$ cat src/rtl/cross_entropy_grad_stage.sv
// Two-stage valid/ready pipeline producing the cross-entropy gradient dL/dp
// from a Q12 sigmoid output and a binary label, plus batch-length tracking.

module cross_entropy_table_1 #(
    parameter int IDX_W = 12,
    parameter int OUT_W = 13
) (
    input  logic [IDX_W-1:0] idx,
    output logic [OUT_W-1:0] t
);
    logic [OUT_W-1:0] den;

    // T(idx) = 4096 / (4096 - idx); idx <= 4095 keeps den >= 1
    always_comb begin
        den = OUT_W'(4096) - OUT_W'(idx);
        t   = OUT_W'(4096) / den;
    end
endmodule

module cross_entropy_grad_stage #(
    parameter int DATA_W = 16,
    parameter int CNT_W  = 10,
    parameter int P_MAX  = 4095
) (
    input  logic              clk,
    input  logic              rst_n,
    input  logic [DATA_W-1:0] in_p,
    input  logic              in_label,
    input  logic              in_last,
    input  logic              in_valid,
    output logic              in_ready,
    output logic [DATA_W-1:0] out_grad,
    output logic              out_last,
    output logic              out_valid,
    input  logic              out_ready,
    input  logic              clr_err,
    output logic              clamp_err,
    output logic [CNT_W-1:0]  batch_len,
    output logic              batch_done
);
    localparam int IDX_W = $clog2(P_MAX + 1);
    localparam int T_W   = IDX_W + 1;

    logic             s1_valid;
    logic [IDX_W-1:0] s1_idx;
    logic             s1_label;
    logic             s1_last;

    logic             adv;
    logic             in_acc;
    logic             out_hs;
    logic [IDX_W-1:0] p_c;
    logic             clamp_hit;
    logic [T_W-1:0]   idx_w;
    logic [IDX_W-1:0] idx_n;
    logic [T_W-1:0]   t_val;
    logic [CNT_W-1:0] cnt;
    logic [CNT_W-1:0] cnt_inc;

    assign adv      = !out_valid || out_ready;
    assign in_ready = !s1_valid || adv;
    assign in_acc   = in_valid && in_ready;
    assign out_hs   = out_valid && out_ready;
    assign cnt_inc  = (cnt == '1) ? cnt : cnt + 1'b1;

    always_comb begin
        p_c       = in_p[IDX_W-1:0];
        clamp_hit = 1'b0;
        if ($signed(in_p) < 0) begin
            p_c       = '0;
            clamp_hit = 1'b1;
        end else if ($signed(in_p) > P_MAX) begin
            p_c       = IDX_W'(P_MAX);
            clamp_hit = 1'b1;
        end
        // label 1 reuses the same table through 1/p = T(4096 - p)
        idx_w = in_label ? (T_W'(4096) - {1'b0, p_c}) : {1'b0, p_c};
        idx_n = (idx_w > T_W'(P_MAX)) ? IDX_W'(P_MAX) : idx_w[IDX_W-1:0];
    end

    cross_entropy_table_1 #(
        .IDX_W(IDX_W),
        .OUT_W(T_W)
    ) u_table (
        .idx(s1_idx),
        .t  (t_val)
    );

    always_ff @(posedge clk or negedge rst_n) begin
        if (!rst_n) begin
            s1_valid <= 1'b0;
            s1_idx   <= '0;
            s1_label <= 1'b0;
            s1_last  <= 1'b0;
        end else if (in_ready) begin
            s1_valid <= in_valid;
            if (in_valid) begin
                s1_idx   <= idx_n;
                s1_label <= in_label;
                s1_last  <= in_last;
            end
        end
    end

    always_ff @(posedge clk or negedge rst_n) begin
        if (!rst_n) begin
            out_valid <= 1'b0;
            out_grad  <= '0;
            out_last  <= 1'b0;
        end else if (adv) begin
            out_valid <= s1_valid;
            if (s1_valid) begin
                out_grad <= s1_label ? -DATA_W'(t_val) : DATA_W'(t_val);
                out_last <= s1_last;
            end
        end
    end

    // a clamp in the same cycle as clr_err must leave the flag set
    always_ff @(posedge clk or negedge rst_n) begin
        if (!rst_n) begin
            clamp_err <= 1'b0;
        end else if (in_acc && clamp_hit) begin
            clamp_err <= 1'b1;
        end else if (clr_err) begin
            clamp_err <= 1'b0;
        end
    end

    always_ff @(posedge clk or negedge rst_n) begin
        if (!rst_n) begin
            cnt        <= '0;
            batch_len  <= '0;
            batch_done <= 1'b0;
        end else begin
            batch_done <= 1'b0;
            if (out_hs) begin
                if (out_last) begin
                    batch_len  <= cnt_inc;
                    cnt        <= '0;
                    batch_done <= 1'b1;
                end else begin
                    cnt <= cnt_inc;
                end
            end
        end
    end
endmodule

$ cat config.mk
export PLATFORM = sky130hd
export DESIGN_NAME = cross_entropy_grad_stage
export DESIGN_NICKNAME = d
export VERILOG_FILES = /design/src/rtl/cross_entropy_grad_stage.sv
export SDC_FILE = /design/constraint.sdc
export NUM_CORES = 1
export LEC_CHECK = 0
export CORE_AREA = 2 2 115 117
export CTS_BUF_LIST = sky130_fd_sc_hd__clkbuf_4 sky130_fd_sc_hd__clkbuf_8
export DETAILED_ROUTE_END_ITERATION = 12
export DIE_AREA = 0 0 117 119
export GPL_TIMING_DRIVEN = 0
export PLACE_DENSITY = 0.81
export SYNTH_ARGS = -nofsm -noshare
export SYNTH_HDL_FRONTEND = slang
export SYNTH_SLANG_ARGS = --single-unit
$ cat constraint.sdc
create_clock -name clk -period 61.7 [get_ports clk]
set_clock_uncertainty 0.05 [all_clocks]
set_input_delay 9.255 -clock clk [delete_from_list [all_inputs] [get_ports clk]]
set_output_delay 9.255 -clock clk [all_outputs]
set_load 0.02 [all_outputs]
==> results of run 1 <==
==> synth_stat cells, drive strengths merged (18+ instances only) <==
library cell    n  area share
xor2           32       0.037
nand2b         24       0.020
dfrtp          55        0.18
a21o           23       0.023
clkbuf         39       0.019
a21oi          78       0.052
o21ai         106       0.071
nand2         106       0.053
o21a           20       0.021
xnor2          47       0.055
nor2          120       0.060
inv            27       0.013
nor3           18       0.013
ha             84        0.14
nor2b          19       0.016
==> where the power goes <==
group / switching (W) / internal (W) / leakage [nW]
sequential: 0.00000595 / 0.0000445 / 0.689
combinational: 0.000224 / 0.000178 / 2.98
clock: 0.0000124 / 0.00000803 / 0.0483
total: 0.000242 / 0.000230 / 3.71
==> flip-flops by register name, indices dropped and copies added (netlist names) <==
| signal | flops |
|---|---|
| s1_label | 1 |
| out_last | 1 |
| out_valid | 1 |
| cnt | 10 |
| s1_last | 1 |
| s1_valid | 1 |
| out_grad | 16 |
| clamp_err | 1 |
| s1_idx | 12 |
| batch_done | 1 |
| batch_len | 10 |
==> worst max-delay path: cells and delay by family (launching register included) <==
family	cells	cell delay [ns]
AND/OR/NAND/NOR	27	5.57
flip-flops	1	0.42
multiplexers	3	1.07
adder cells (fa/ha/maj)	14	4.40
XOR/XNOR	2	0.94
buffers and inverters	18	6.02
AO/OA/AOI/OAI	52	11.30
==> worst min path at each step <==
stage              endpoint  depth (start not counted)
3_3_place_gp   out_grad[15]                          1
3_5_place_dp   batch_len[8]                          2
6_report       batch_len[8]                          2
4_1_cts        batch_len[8]                          2
2_1_floorplan     out_valid                          1
5_1_grt        out_grad[13]                          1
==> layer usage <==
metal	vias to the layer above	wire [um]	global-route usage
li1	3791	-	-
met1	3548	9490	0.425
met2	259	9740	0.492
met3	43	1240	0.0331
met4	0	473	0.0912
met5	-	0	0
==> through the flow <==
stage                     cell area, sq um  hold slack [ns]  power (W)  cells  worst slack, ns
after global placement                8270            0.409   0.000436   1240            32.38
after floorplan                       7520            0.407   0.000356   1011            38.46
after global routing                  8380            0.457   0.000518   1249            30.05
after detailed placement              8290            0.418   0.000444   1241            32.20
final                                 8380            0.437   0.000472   1249            31.75
after CTS                             8380            0.439   0.000466   1249            32.04
==> cells by family (layout without fill, tap and decap cells) <==
family | after synthesis | count (layout) | share of synthesized area
compound gates | 325 | 325 | 0.275
flops | 55 | 55 | 0.183
buf+inv | 74 | 136 | 0.0388
simple gates | 371 | 371 | 0.237
xor+xnor | 79 | 79 | 0.0920
mux | 23 | 23 | 0.0343
fa+ha+maj | 84 | 84 | 0.140
==> cells in the final DEF, fill, tap and decap left out, types with 5 or more instances in the layout <==
master,count
sky130_fd_sc_hd__nor2_1,120
sky130_fd_sc_hd__o21ai_0,105
sky130_fd_sc_hd__nand2_1,105
sky130_fd_sc_hd__ha_1,84
sky130_fd_sc_hd__a21oi_1,78
sky130_fd_sc_hd__dfrtp_1,55
sky130_fd_sc_hd__clkdlybuf4s50_1,52
sky130_fd_sc_hd__xnor2_1,47
sky130_fd_sc_hd__clkbuf_1,39
sky130_fd_sc_hd__xor2_1,31
sky130_fd_sc_hd__inv_1,27
sky130_fd_sc_hd__nand2b_1,24
sky130_fd_sc_hd__a21o_1,23
sky130_fd_sc_hd__o21a_1,19
sky130_fd_sc_hd__nor2b_1,19
sky130_fd_sc_hd__nor3_1,17
sky130_fd_sc_hd__nand3_1,16
sky130_fd_sc_hd__o31ai_1,15
sky130_fd_sc_hd__a31oi_1,14
sky130_fd_sc_hd__mux2_2,14
sky130_fd_sc_hd__and2_1,13
sky130_fd_sc_hd__or3_1,12
sky130_fd_sc_hd__o31a_1,8
sky130_fd_sc_hd__nor4_1,7
sky130_fd_sc_hd__nand4_1,7
sky130_fd_sc_hd__mux2i_1,7
sky130_fd_sc_hd__buf_2,6
sky130_fd_sc_hd__and3_1,6
sky130_fd_sc_hd__a31o_2,5
sky130_fd_sc_hd__o211ai_1,5
sky130_fd_sc_hd__clkbuf_8,5
==> layout make-up <==
class / count / area, sq um
flip-flops and latches: 55 / 1380
plain buffers: 46 / 186
multi-input cells: 882 / 5860
well taps: 176 / 220
clock buffers: 5 / 68.8
clock inverters: 3 / 18.8
inverters: 28 / 105
fillers: 1165 / 4490
repair buffers: 54 / 546
==> results summary, run 1 <==
The run finished with clean final reports. The number of port buffers is 53. The slowest stage of the critical path is the sky130_fd_sc_hd__xor2_2 cell.

A synthesized cell averages 7.44 sq um. The synthesis-to-layout area growth came out at 11.4%. The number of distinct library cells after synthesis came out at 77. After the last flow step, the layout net total stands at 1179.

The via count of the first global-routing pass is 7080. The primary flip-flop cell chosen by synthesis mapping is sky130_fd_sc_hd__dfrtp_1. After clock tree synthesis, the flow added hold-fix buffers numbering 0.

The worst register-to-register path begins at s1_idx[0]. The critical path required time came out at 61.84 ns. The maximum resistive drop on vdd is 0.0408 mV. After synthesis the cells add up to 0.00752 sq mm. The count of cells along the worst register-to-register path is 116. The largest incremental delay on the critical path came out at 0.73 ns. The element type at the critical path end is a flop. The most critical setup path has its endpoint at out_grad[12]. In the final routed layout, each cell accounts on average for 16.8 um. The clock tree from TritonCTS is done.

Synthesis produced a netlist with a net count of 1118. The ratio of routed vias to standard cells came out at 6.12. Counting the buffers created by CTS gives 5. The effective utilization at floorplan is 0.584. The final critical path time including I/O delays and setup is 29.95 ns. Dividing total power by cell area gives a power density of 56.3 mW/mm^2. The top achievable clock speed is 33.4 MHz.

The capture instance of the worst register-to-register path is out_grad[12]. The maximum fanout encountered on the critical timing path came out at 13. The detailed router placed 7641 vias in this run.

The hold violation count in the final report is 0. Setup repair after global routing left no endpoint under its margin. 0 antenna diodes ended up in the layout. The worst path arrival time came out at 30.09 ns.

The most frequent cell on the critical path is sky130_fd_sc_hd__ha_1. The fraction of the cycle the final worst path needs is 0.485. The first global-routing pass estimated 34.2 mm of wire. The post-detailed-route DRC marker count is 0.

The slew of the pin with the lowest slew margin came out at 1.43 ns. The number of DRC markers in iteration 0 came out at 552. For this run, the register share of the synthesized area comes to 0.183. The H-tree level count came out at 2. After clock tree synthesis, the clock-pin slew on the worst setup and hold paths is 0.10 ns. The worst reg-to-reg setup slack came out at 31.75 ns.

The nature of the critical path startpoint is a flop. In this run the tightest slew margin relative to its limit is 0.0403. In the final timing run, aggregate negative setup slack is 0 ns. At the end of routability-driven placement, the weighted congestion stood at 0.980. The leakage component of the power is 3.71 nW. The number of antenna violations at the first check in global routing was 0. The overflow left after global routing came out at 0. The synthesis warning total came out at 0. From bottom edge to top edge, the die measures 119 um.

The number of top-level pins came out at 54. The final setup violation count came out at 0. In this run the worst setup path begins at s1_idx[0]. The maximum number of pins on one net before global-route repair came out at 35. The number of max-capacitance violations reported came out at 0. The count of cells resized by post-cts repair came out at 0.

Measured on the finished design, the core utilization comes to 0.651. The first-pass iteration count of the detailed router is 5. In the global route stage, overall resource usage came out at 0.304. Once the clock tree was built, the setup fixing pass inserted 0 buffers. The share of flip-flops with an asynchronous set or reset came out at 1.00. In this run the most critical hold path is launched from batch_len[8]. In this run the worst hold path is classified as reg -> reg. The number of instances in the synthesized netlist is 1011.

The later pin in the worst-skew pair is clocked with a latency of 0.32 ns. The residual antenna-violating net count after detailed routing is 0. The total core area is 0.0129 sq mm.

The clock tree buffer depth is 2. The half-perimeter wire length after placement came out at 16.2 mm. The final wirelength came out at 20.9 mm.

The number of synthesized flops with an enable pin came out at 0. The worst setup path is of the reg -> reg kind. The count of state elements after synthesis came out at 55.

The die extent in x is 117 um. The die outline area is 0.0139 sq mm. In the final layout, the share of cells above drive strength 1 is 0.0550. The max-slew violation count came to 0. In this run the core area contains 42 standard-cell rows.

Counting every sink on the clock net gives 55. The root buffer cell chosen for the clock tree is sky130_fd_sc_hd__clkbuf_8.
Note: power is estimated with default switching activity, not from simulation.
==> run 2, diff against run 1 <==
==> constraint.sdc (replaced) <==
create_clock -name clk -period 30.2 [get_ports clk]
set_clock_uncertainty 0.05 [all_clocks]
set_input_delay 4.53 -clock clk [delete_from_list [all_inputs] [get_ports clk]]
set_output_delay 4.53 -clock clk [all_outputs]
set_load 0.02 [all_outputs]
==> run 2 against run 1 <==
Effect of this change:
- the flow now finishes with violations (capacitance limit, slew limit)
- fmax increased by 5.8%
- sequential share of layout area is essentially flat
- register-to-register slack worse by 30 ns
- flip-flop and latch count unchanged
- critical path depth grew 2
- worst setup slack got worse by 30 ns
- largest power group unchanged
- highest routed layer unchanged
==> results summary, run 2 (synthesis results as in run 1) <==
The residual antenna-violating net count after detailed routing is 0. CTS saw 55 sinks. The post-route worst hold slack is 0.437 ns. The count of standard-cell rows came out at 42. The proportion of layout cells with a drive suffix above 1 came out at 0.0606. The fraction of the cycle the final worst path needs came out at 0.938. The number of max-capacitance violations reported is 1. Along the worst hold path, the cell count comes to 1. The count of cells resized by post-cts repair came out at 0. The relative slew slack is -0.00585. The total core area came out at 0.0129 sq mm. The detailed router placed 7741 vias in this run. STA classifies the critical path startpoint as a flop.

The global routing stage identified its most utilized layer as met2. The post-detailed-route DRC marker count came out at 0. The worst setup path is captured at a flop. The class of the most critical hold timing path is reg -> reg.

The via count of the first global-routing pass came to 7080. The number of hold buffers added after CTS was 0. The worst-case IR drop observed on VDD is 0.0896 mV. The critical path required time is 30.34 ns. The top achievable clock speed came out at 35.3 MHz. The hold path startpoint is out_grad[13]. The clock tree from TritonCTS is done. Setup repair after global routing left no endpoint under its margin. The maximum number of pins on one net before global-route repair came out at 35.

The placement-stage worst setup slack came out at 0.697 ns. The leakage component of the power is 3.73 nW. The count of cells along the worst register-to-register path came out at 118. The number of top-level pins came out at 54. The cell at the root of the clock tree is sky130_fd_sc_hd__clkbuf_8.

In this run the critical register-to-register path is captured at out_grad[12]. The maximum fanout encountered on the critical timing path came out at 13. The placer's final routability congestion estimate came out at 0.980. Once layout is complete, the cells apart from fillers number 1249.

The number of antenna violations at the first check in global routing was 0. The launch point of the worst reg-to-reg path is s1_idx[0]. The number of DRC markers in iteration 0 is 582. The number of port buffers came out at 53. The final worst setup slack came out at 1.88 ns. The final reports fail on capacitance limit, slew limit. The flow ran to the end, but the final reports show violations. The hold violation count in the final report is 0. The global-route met1 utilization came out at 0.425. In the global route stage, overall resource usage came out at 0.304.

The worst setup path is of the reg -> reg kind. The number of antenna diodes in the final layout is 0. In the final routed layout, each cell accounts on average for 16.9 um. The worst reg-to-reg setup slack came out at 1.88 ns. The clock reaches the later pin of the worst-skew pair after 0.32 ns. The final setup violation count came out at 0. Once the clock tree was built, the setup fixing pass inserted 0 buffers.

The die covers 0.0139 sq mm. The max-slew violation count came out at 1. The library cell used most frequently in the layout, excluding fill and tap cells, is sky130_fd_sc_hd__nor2_1.

For hold timing, the worst endpoint is out_grad[13]. The post-CTS clock slew at the launch and capture registers of the worst setup and hold paths is 0.10 ns. The die is 117 um wide. The final critical path time including I/O delays and setup came out at 28.32 ns. The post-placement cell count came out at 1241. The power per unit of standard cell area came out at 116 mW/mm^2.

For met3 alone, demand over resource in global routing was 0.0331. The synthesis-to-layout area growth came out at 11.8%. The clock tree buffer depth is 2. In the final design database the tool counted 1179 nets. The overflow left after global routing is 0. The slowest stage of the critical path belongs to the cell sky130_fd_sc_hd__a211oi_2.

The die outline height is 119 um. The H-tree was split into 2 levels. The first global-routing pass estimated 34.2 mm of wire. The most numerous cell type found on the critical path is sky130_fd_sc_hd__ha_1. The area of placed instances is 0.00829 sq mm. The flip-flop count of the largest register, all copies and words added came out at 16.

The final wirelength came out at 21.0 mm. For the pin with the worst max-slew slack, the measured transition is 1.50 ns. The first-pass iteration count of the detailed router came out at 5.

The ratio of routed vias to standard cells came out at 6.20. The largest registers in the layout are out_grad (16), s1_idx (12). The met2 demand-to-capacity share in global routing came out at 0.492. In the layout the commonest cells are sky130_fd_sc_hd__nor2_1 (120), sky130_fd_sc_hd__o21ai_0 (105), sky130_fd_sc_hd__nand2_1 (105). The post-layout instance area is 0.00841 sq mm. The effective utilization at floorplan came out at 0.584. Data on the critical path arrives at its endpoint at 28.46 ns. The sum of negative setup slack came out at 0 ns.

The number of clock buffers added by TritonCTS is 5. The half-perimeter wire length after placement came out at 16.2 mm. The largest single stage delay on the critical path is 0.73 ns. Ranked by flip-flop count, first place goes to out_grad.
-- run 2: cell types whose count changed in the layout (fill, tap and decap cells not counted), sizes merged --
cell / previous run / this run
buf: 9 / 8
clkbuf: 44 / 45
-- run 2: stage by stage --
| stage | power (W) | util |
|---|---|---|
| finish | 0.000971 | 0.653 |
| global route | 0.00107 | 0.653 |
| floorplan | 0.000727 | - |
| detailed placement | 0.000907 | 0.644 |
| CTS | 0.000952 | 0.651 |
| global placement | 0.000891 | 0.643 |
-- run 2: critical path: cells and delay by family (launching register included) --
kind / cells / cell delay [ns]
compound gates: 53 / 11.17
xor+xnor: 2 / 0.76
simple gates: 28 / 5.42
flops: 1 / 0.40
mux: 2 / 0.65
fa+ha+maj: 14 / 4.29
buf+inv: 19 / 5.39
-- run 2: metal layers --
metal / wire [um] / vias to the layer above
li1: - / 3795
met1: 9320 / 3585
met2: 9800 / 312
met3: 1420 / 49
met4: 503 / 0
met5: 0 / -
-- run 2: how the worst max path moves through the flow --
stage | cells past startpoint | to | start | slack, ns
after global routing | 117 | out_grad[12] | s1_idx[0] | 0.07
final | 118 | out_grad[12] | s1_idx[0] | 1.88
after floorplan | 115 | out_grad[12] | s1_idx[0] | 6.96
after detailed placement | 116 | out_grad[12] | s1_idx[0] | 0.70
after global placement | 116 | out_grad[12] | s1_idx[0] | 0.88
after CTS | 116 | out_grad[12] | s1_idx[0] | 0.54
-- run 2: area by class of cell --
type / count / area [sq um]
plain buffers: 46 / 191
clock buffers: 5 / 68.8
clock inverters: 3 / 18.8
fillers: 1169 / 4470
inverters: 28 / 105
multi-input cells: 882 / 5880
flip-flops and latches: 55 / 1380
well taps: 176 / 220
repair buffers: 54 / 546
-- run 2: where the power goes --
part / leakage (nW) / switching, W / internal, W
registers: 0.689 / 0.0000122 / 0.0000908
logic: 2.99 / 0.000460 / 0.000367
clock network: 0.0483 / 0.0000254 / 0.0000164
==> run 3, diff against run 2 <==
--- a/config.mk
+++ b/config.mk
@@ -6,7 +6,7 @@
 export NUM_CORES = 1
 export LEC_CHECK = 0
 export CORE_AREA = 2 2 115 117
-export CTS_BUF_LIST = sky130_fd_sc_hd__clkbuf_4 sky130_fd_sc_hd__clkbuf_8
+export CTS_BUF_LIST = sky130_fd_sc_hd__clkbuf_8
 export DETAILED_ROUTE_END_ITERATION = 12
 export DIE_AREA = 0 0 117 119
 export GPL_TIMING_DRIVEN = 0
==> results of run 3 <==
Same layout as run 2: the final DEF is identical, and so are final timing and power.
